--- src/rtl/usb_tx_packet_sequencer_if.sv ---
// usb_tx_packet_sequencer_if: request, buffer, compiler and serializer signals around the TX sequencer
interface usb_tx_packet_sequencer_if #(parameter int CNT_W = 7);
  logic [2:0]       TX_Packet;
  logic [6:0]       Buffer_Occupancy;
  logic             packet_load_complete_TX;
  logic             copy_signal;
  logic             tx_done;
  logic [2:0]       c_state_TX;
  logic [3:0]       pID;
  logic             tx_start;
  logic             TX_Transfer_Active;
  logic             TX_Error;
  logic [CNT_W-1:0] byte_count;
  modport master (
    output TX_Packet, Buffer_Occupancy, packet_load_complete_TX, copy_signal, tx_done,
    input  c_state_TX, pID, tx_start, TX_Transfer_Active, TX_Error, byte_count
  );
  modport slave (
    input  TX_Packet, Buffer_Occupancy, packet_load_complete_TX, copy_signal, tx_done,
    output c_state_TX, pID, tx_start, TX_Transfer_Active, TX_Error, byte_count
  );
endinterface

--- src/rtl/usb_tx_packet_sequencer.sv ---
// usb_tx_packet_sequencer: control FSM driving the TX packet compiler and handing packets to the serializer
module usb_tx_packet_sequencer #(
  parameter int MAX_BYTES    = 64,
  parameter int LOAD_TIMEOUT = 16,
  parameter int CNT_W        = 7
) (
  input logic clk,
  input logic n_rst,
  usb_tx_packet_sequencer_if.slave bus
);
  localparam int TO_W = $clog2(LOAD_TIMEOUT + 1);
  typedef enum logic [2:0] {IDLE, SYNC, PID, LOAD_WAIT, DATA, CRC, SEND, ERR} state_t;
  state_t           state_q, state_d;
  logic [2:0]       code_q, code_d;
  logic [3:0]       pid_q, pid_d;
  logic [CNT_W-1:0] cnt_q, cnt_d;
  logic [TO_W-1:0]  to_q, to_d;
  logic             start_q, start_d;
  logic [2:0]       tp;
  assign tp = bus.TX_Packet;
  // state and datapath registers; reset aborts any packet in flight
  always_ff @(posedge clk or negedge n_rst) begin
    if (!n_rst) begin
      state_q <= IDLE;
      code_q  <= '0;
      pid_q   <= '0;
      cnt_q   <= '0;
      to_q    <= '0;
      start_q <= 1'b0;
    end else begin
      state_q <= state_d;
      code_q  <= code_d;
      pid_q   <= pid_d;
      cnt_q   <= cnt_d;
      to_q    <= to_d;
      start_q <= start_d;
    end
  end
  // next state, byte counting, load timeout and the registered tx_start pulse
  always_comb begin
    state_d = state_q;
    code_d  = code_q;
    pid_d   = pid_q;
    cnt_d   = cnt_q;
    to_d    = '0;
    case (state_q)
      IDLE: begin
        if (tp != 3'd0 && tp <= 3'd5) begin
          state_d = SYNC;
          code_d  = tp;
          cnt_d   = '0;
          pid_d   = tp == 3'd1 ? 4'b0011 : tp == 3'd2 ? 4'b1011 : tp == 3'd3 ? 4'b0010 :
                    tp == 3'd4 ? 4'b1010 : 4'b1110;
        end else if (tp[2:1] == 2'b11) state_d = ERR;
      end
      SYNC: state_d = PID;
      PID:  state_d = code_q >= 3'd3 ? LOAD_WAIT : DATA;
      DATA: begin
        if (bus.Buffer_Occupancy != '0 && cnt_q < CNT_W'(MAX_BYTES)) cnt_d = cnt_q + 1'b1;
        if (bus.Buffer_Occupancy == '0 || cnt_q == CNT_W'(MAX_BYTES)) state_d = CRC;
      end
      CRC: state_d = LOAD_WAIT;
      LOAD_WAIT: begin
        to_d    = to_q + 1'b1;
        state_d = bus.packet_load_complete_TX ? SEND : to_d == TO_W'(LOAD_TIMEOUT) ? ERR : LOAD_WAIT;
        if (state_d != LOAD_WAIT) to_d = '0;
      end
      SEND:    state_d = bus.tx_done && !start_q ? IDLE : SEND;
      default: state_d = IDLE;
    endcase
    start_d = state_d == SEND && state_q != SEND;
  end
  assign bus.c_state_TX         = state_q inside {LOAD_WAIT, SEND, ERR} ? 3'd0 : state_q;
  assign bus.pID                = pid_q;
  assign bus.tx_start           = start_q;
  assign bus.TX_Transfer_Active = state_q != IDLE;
  assign bus.TX_Error           = state_q == ERR;
  assign bus.byte_count         = cnt_q;
endmodule

--- src/flat_wrapper.sv ---
// flat-port wrapper written by rule: the top's interface ports become plain ports
module usb_tx_packet_sequencer_flat 
#(
  parameter int MAX_BYTES    = 64,
  parameter int LOAD_TIMEOUT = 16,
  parameter int CNT_W        = 7
)
  (clk, n_rst, bus_TX_Packet, bus_Buffer_Occupancy, bus_packet_load_complete_TX, bus_copy_signal, bus_tx_done, bus_c_state_TX, bus_pID, bus_tx_start, bus_TX_Transfer_Active, bus_TX_Error, bus_byte_count);
  usb_tx_packet_sequencer_if #(.CNT_W(CNT_W)) bus_i ();
  input logic clk;
  input logic n_rst;
  input wire logic [$bits(bus_i.TX_Packet)-1:0] bus_TX_Packet;
  input wire logic [$bits(bus_i.Buffer_Occupancy)-1:0] bus_Buffer_Occupancy;
  input wire logic [$bits(bus_i.packet_load_complete_TX)-1:0] bus_packet_load_complete_TX;
  input wire logic [$bits(bus_i.copy_signal)-1:0] bus_copy_signal;
  input wire logic [$bits(bus_i.tx_done)-1:0] bus_tx_done;
  output wire logic [$bits(bus_i.c_state_TX)-1:0] bus_c_state_TX;
  output wire logic [$bits(bus_i.pID)-1:0] bus_pID;
  output wire logic [$bits(bus_i.tx_start)-1:0] bus_tx_start;
  output wire logic [$bits(bus_i.TX_Transfer_Active)-1:0] bus_TX_Transfer_Active;
  output wire logic [$bits(bus_i.TX_Error)-1:0] bus_TX_Error;
  output wire logic [$bits(bus_i.byte_count)-1:0] bus_byte_count;
  assign bus_i.TX_Packet = bus_TX_Packet;
  assign bus_i.Buffer_Occupancy = bus_Buffer_Occupancy;
  assign bus_i.packet_load_complete_TX = bus_packet_load_complete_TX;
  assign bus_i.copy_signal = bus_copy_signal;
  assign bus_i.tx_done = bus_tx_done;
  assign bus_c_state_TX = bus_i.c_state_TX;
  assign bus_pID = bus_i.pID;
  assign bus_tx_start = bus_i.tx_start;
  assign bus_TX_Transfer_Active = bus_i.TX_Transfer_Active;
  assign bus_TX_Error = bus_i.TX_Error;
  assign bus_byte_count = bus_i.byte_count;
  usb_tx_packet_sequencer #(.MAX_BYTES(MAX_BYTES), .LOAD_TIMEOUT(LOAD_TIMEOUT), .CNT_W(CNT_W)) u_core (.clk(clk), .n_rst(n_rst), .bus(bus_i));
endmodule
--- config.mk ---
export PLATFORM = sky130hd
export DESIGN_NAME = usb_tx_packet_sequencer_flat
export DESIGN_NICKNAME = d
export VERILOG_FILES = /design/src/rtl/usb_tx_packet_sequencer_if.sv /design/src/rtl/usb_tx_packet_sequencer.sv /design/src/flat_wrapper.sv
export SDC_FILE = /design/constraint.sdc
export NUM_CORES = 1
export LEC_CHECK = 0
export CAP_MARGIN = 15
export CORE_ASPECT_RATIO = 0.9
export CORE_MARGIN = 4
export CORE_UTILIZATION = 25
export DETAILED_ROUTE_END_ITERATION = 7
export DONT_BUFFER_PORTS = 1
export PLACE_DENSITY = 0.43
export SLEW_MARGIN = 5
export SYNTH_ARGS = -nofsm -noshare
export SYNTH_HDL_FRONTEND = slang
export SYNTH_SLANG_ARGS = --single-unit
--- constraint.sdc ---
create_clock -name clk -period 1.61 [get_ports clk]
set_input_delay 0.161 -clock clk [delete_from_list [all_inputs] [get_ports clk]]
set_output_delay 0.161 -clock clk [all_outputs]
set_load 0.01 [all_outputs]
==> out/qor.yml, run 1 <==
outcome: "finished with violations"
failed_checks: "setup timing"
vias: 1150
rrSetupSlack_ns: -0.03
r2r-end: "u_core.bus.byte_count[5]"
globalRouteOverflowTotal: 0
r2r_cells: 4
antenna_cells: 0
drtPass1Iterations: 4
drive_gt1_share_pct: 28.40
final_common_cell: "buf_4"
ir_drop_v: 0.0005530
dpl.hpwl_um: 2644
numPortBuffers: 0
wl_per_cell_um: 15.28
num_rows: 25
clkLatencyLatePin_ns: 0.27
avgSynthCellArea_sq_um: 9.384
ys_ff_latch: 23
fin_tns_setup_ns: -0.03647
async_flop_share_pct: 100.0
synth_cells: 144
synth_area_leaders: "dfrtp_1, nand2_1, nor2_1, nand3_1, o21ai_0"
start_util_pct: 25.71
r2r-start: "u_core.state_q[2]"
stdcell_count: 236
clock-root-buffer: "clkbuf_8"
fin_skew_ns: 0.006680
cap_violations: 0
worstSetupEndpointType: "flop"
routabilityCongestion: 0.7535
yosysWarnings: 0
die_area_sq_um: 6647
synthFlopType: "dfrtp_1"
min-delay-path-class: "in2reg"
p_leak_nw: 0.7282
post-synth-top-area-cell: "dfrtp_1"
grt_pass1_vias: 1255
grt_max_degree: 24
start_kind: "flop"
synth_edf_count: 0
layout_min_cycle_time_ns: 1.636
worst-slew-pin-transition_ns: 0.5200
drc: 0
crit_start: "u_core.state_q[2]"
coreArea_sq_um: 5255
htree_levels: 1
clockBufferDepth: 2
ys_seq_area_share_pct: 42.59
synth_top_area_share_pct: 42.59
cp.arrival_ns: 1.83
die_w_um: 85.50
drt_iter0_markers: 53
cts_sinks: 23
wl_um: 3606
grt_usage_pct: 11.56
hold_viol: 0
path_clk_slew_ns: 0.08
path_max_fanout: 4
top_level_ports: 32
fin_nets: 188
hp-start: "bus_packet_load_complete_TX"
slew_headroom_pct: 65.22
dieHeight_um: 77.75
cts_buffers: 3
synth_nets: 162
whs_ns: 0.01967
endpoint: "u_core.bus.byte_count[5]"
finalCoreUtilization_pct: 33.05
grt_pass1_wl_um: 6175
crit_type: "reg2reg"
rsz0062_at_grt: "yes"
fmax_ghz: 0.6112
period_share_pct: 101.6
netlist_area_sq_um: 1351
drv_slew: 0
crit_required_ns: 1.80
p_per_area_nw_per_um2: 1366
setup_violations: 2
area_growth_pct: 28.52
postRouteAntennaNets: 0
layout_common_cells: "buf_4, dfrtp_1, nand2_1, nor2_1, nand3_1"
worst_slack_ns: -0.02616
dp_cells: 226
vias_per_cell: 4.873
cts_tree: "yes"
antenna_found_initial: 0
synth_cell_types: 45
[stage by stage]
step	power (mW)	area [sq um]	setup WS, ns
after floorplan	1.501	1363	-0.1073
after global placement	1.881	1578	-0.1589
after detailed placement	1.899	1578	-0.2107
after CTS	2.330	1694	-0.03021
after global routing	2.571	1737	-0.1194
final	2.372	1737	-0.02616
[cell families (layout without fill, tap and decap cells)]
kind of cell	Yosys count	after routing	synth area share [%]
buffers and inverters	13	38	3.889
XOR/XNOR	2	2	1.297
adder cells (fa/ha/maj)	3	3	2.778
AND/OR/NAND/NOR	67	67	27.69
flip-flops	23	23	42.59
AO/OA/AOI/OAI	33	33	19.17
multiplexers	3	3	2.592
[report_power, final]
group | switching (mW) | internal, mW
Clock | 0.197 | 0.177
Combinational | 0.548 | 0.545
Sequential | 0.177 | 0.728
[what timing repair did]
item,4_1_cts,5_1_grt
hold buffers,4,0
pin swaps,7,3
buffers inserted,1,1
endpoints found under the setup margin,7,9
hold endpoints to repair,26,0
gates cloned,0,0
gates resized for setup,7,9
[area by class of cell]
cell class	count	area (sq um)
Timing Repair Buffer	27	226.5
Multi-Input combinational cell	108	775.7
Inverter	7	26.28
Tap cell	67	83.83
Sequential cell	23	579.3
Clock buffer	4	45.04
Fill cell	554	3518
[critical path, stage by stage (launching register included)]
cell and delay, ns:
dfrtp_2 0.45, a2111oi_4 0.37, nand2_2 0.14, a2111oi_2 0.40, mux2i_1 0.21
[cells in the mapped netlist, types with 3 or more instances]
library cell	n
nand2_1	13
and3_1	3
or4b_1	3
nor2_1	13
ha_1	3
inv_1	7
a21oi_1	7
nand2b_1	5
dfrtp_1	23
nand3_1	9
buf_2	3
nor2b_1	5
and2_1	4
clkbuf_1	3
o21ai_0	9
[registers in the layout, indices dropped and copies added, names as in the netlist]
signal and flops:
u_core.bus.byte_count 7, u_core.bus.pID 4, u_core.to_q 5, u_core.state_q 3
u_core.code_q 3, u_core.bus.tx_start 1
[worst min-delay path by stage]
stage	endpoint	slack (ns)	cells past startpoint
detailed placement	u_core.bus.pID[0]	-0.13	0
global route	u_core.bus.tx_start	0.02	2
floorplan	u_core.bus.byte_count[0]	-0.13	0
CTS	u_core.bus.tx_start	0.01	2
global placement	u_core.bus.pID[0]	-0.13	0
finish	u_core.bus.tx_start	0.02	2
[per-layer routing]
metal	share of wire (%)	routed length (um)	track usage, %
met1	45	1638	14.41
met2	47	1707	19.49
met3	6.1	221	4.034
met4	1.1	39	1.899
met5	0	0	0
No activity file was read; power rests on OpenSTA's default activity.
==> run 2: changes to the inputs <==
SLEW_MARGIN = not set   (was 5)
clock period = 1.43 ns   (was 1.61 ns; I/O delays follow)
==> out/qor.yml, run 2 (synthesis gave the netlist of run 1 again) <==
vias: 1238  # +7.7%
fin_skew_ns: 0.002457  # -0.004223 ns
dieHeight_um: 77.75  # unchanged
rsz0062_at_grt: "yes"
clock-root-buffer: "clkbuf_8"
setup_violations: 16  # +14
cts_sinks: 23  # unchanged
layout_common_cells: "buf_4, dfrtp_1, nor2_1"
worst-slew-pin-transition_ns: 0.5814  # +0.06142 ns
fin_tns_setup_ns: -2.702  # -2.666 ns
grt_usage_pct: 12.11  # +0.55 points
grt_max_degree: 24  # unchanged
worstSetupEndpointType: "flop"
antenna_found_initial: 0  # unchanged
die_area_sq_um: 6647  # unchanged
drtPass1Iterations: 4  # unchanged
wl_per_cell_um: 15.70  # +2.8%
worst_slack_ns: -0.3049  # -0.2787 ns
cts_buffers: 3  # unchanged
numPortBuffers: 0  # unchanged
dp_cells: 237  # +4.9%
dp_slack_ns: -0.3554  # -0.1446 ns
start_kind: "flop"
antenna_cells: 0  # unchanged
largest_reg_flops: 7  # unchanged
clockBufferDepth: 2  # unchanged
drv_slew: 0  # unchanged
path_max_fanout: 8  # +4
num_rows: 25  # unchanged
path_delay_family: "simple AND/OR/NAND/NOR gates"
drive_gt1_share_pct: 38.04  # +9.6 points
crit_buf_inv: 1  # +1
cp_slowest_cell: "or4b_1"
coreArea_sq_um: 5255  # unchanged
final_common_cell: "buf_4"
drt_iter0_markers: 33  # -38%
routabilityCongestion: 0.7512  # -0.31%
ir_drop_v: 0.0005439  # -1.6%
layout_min_cycle_time_ns: 1.735  # +0.09873 ns
crit_type: "reg2reg"
crit_required_ns: 1.65  # -0.15 ns
start_util_pct: 25.71  # unchanged
p_per_area_nw_per_um2: 1532  # +12%
fillers: 538  # -2.9%
p_leak_nw: 0.8150  # +12%
cts_tree: "yes"
cpPeakStageDelay_ns: 0.45  # about the same
die_w_um: 85.50  # unchanged
rrSetupSlack_ns: -0.30  # -0.28 ns
clkLatencyLatePin_ns: 0.27  # about the same
outcome: "finished with violations"
min-delay-path-class: "in2reg"
fmax_ghz: 0.5764  # -5.7%
drc: 0  # unchanged
final_area_sq_um: 1933  # +11%
htree_levels: 1  # unchanged
cap_violations: 0  # unchanged
period_share_pct: 121.3  # +20 points
failed_checks: "setup timing"
slew_headroom_pct: 61.11  # -4.1 points
vias_per_cell: 4.932  # +1.2%
grt_pass1_wl_um: 6437  # +4.2%
crit_chain: "nor4b_4, o41ai_4, buf_4, or4b_1, nand2_1"
wl_um: 3941  # +9.3%
hold_viol: 0  # unchanged
globalRouteOverflowTotal: 0  # unchanged
top_level_ports: 32  # unchanged
placed_cell_area_sq_um: 1667  # +5.6%
postRouteAntennaNets: 0  # unchanged
cp.arrival_ns: 1.95  # +0.12 ns
fin_nets: 203  # +8.0%
grt_pass1_vias: 1304  # +3.9%
area_growth_pct: 43.06
stdcell_count: 251  # +6.4%
dpl.hpwl_um: 2825  # +6.8%
path_clk_slew_ns: 0.09  # about the same
## run 2: cell types whose count changed in the layout (fill, tap and decap cells not counted), sizes merged
cell	previous run	this run
buf	24	37
clkbuf	4	3
clkinv	0	1
dlygate4sd3	3	5
## run 2: worst paths after layout
kind	start	endpoint	depth (start not counted)
min	bus_TX_Packet[1]	u_core.code_q[1]	2
min reg2reg	u_core.to_q[0]	u_core.to_q[0]	1
min in group asynchronous	n_rst	u_core.to_q[4]	2
max in group asynchronous	n_rst	u_core.bus.byte_count[6]	2
max	u_core.state_q[0]	u_core.bus.byte_count[2]	5
max reg2reg	u_core.state_q[0]	u_core.bus.byte_count[2]	5
## run 2: what timing repair did
item                                    CTS  global route
gates resized for setup                  17            18
cloned                                    1             0
pin swaps                                 7             7
hold endpoints to repair                 28             0
hold buffers                              6             0
endpoints found under the setup margin   18            20
buffers inserted                          1             2
## run 2: metrics by stage
stage,hold WS [ns],power (mW),util (%)
3_3_place_gp,-0.1519,2.222,31.71
4_1_cts,0.01088,2.886,35.38
2_1_floorplan,-0.1526,1.698,-
5_1_grt,0.02043,3.155,36.79
6_report,0.01080,2.961,36.79
3_5_place_dp,-0.1521,2.256,31.71
## run 2: final cells by class
class                           instances  area (sq um)  area share, %
Clock buffer                            3         41.29          2.136
Clock inverter                          1         5.005         0.2589
Inverter                                7         26.28          1.359
Multi-Input combinational cell        108         828.3          42.85
Sequential cell                        23         578.1          29.90
Tap cell                               67         83.83          4.337
Timing Repair Buffer                   42         370.4          19.16
## run 2: metal layers
metal	track usage [%]	wire length, um
met1	15.46	1801
met5	0	0
met2	20.34	1888
met3	3.291	204
met4	2.690	46
## run 2: power breakdown
group          switching [mW]  leakage, nW  internal (mW)
combinational           0.727        0.497          0.779
clock                   0.239       0.0255          0.195
sequential              0.208        0.293          0.814
total                    1.17        0.815           1.79
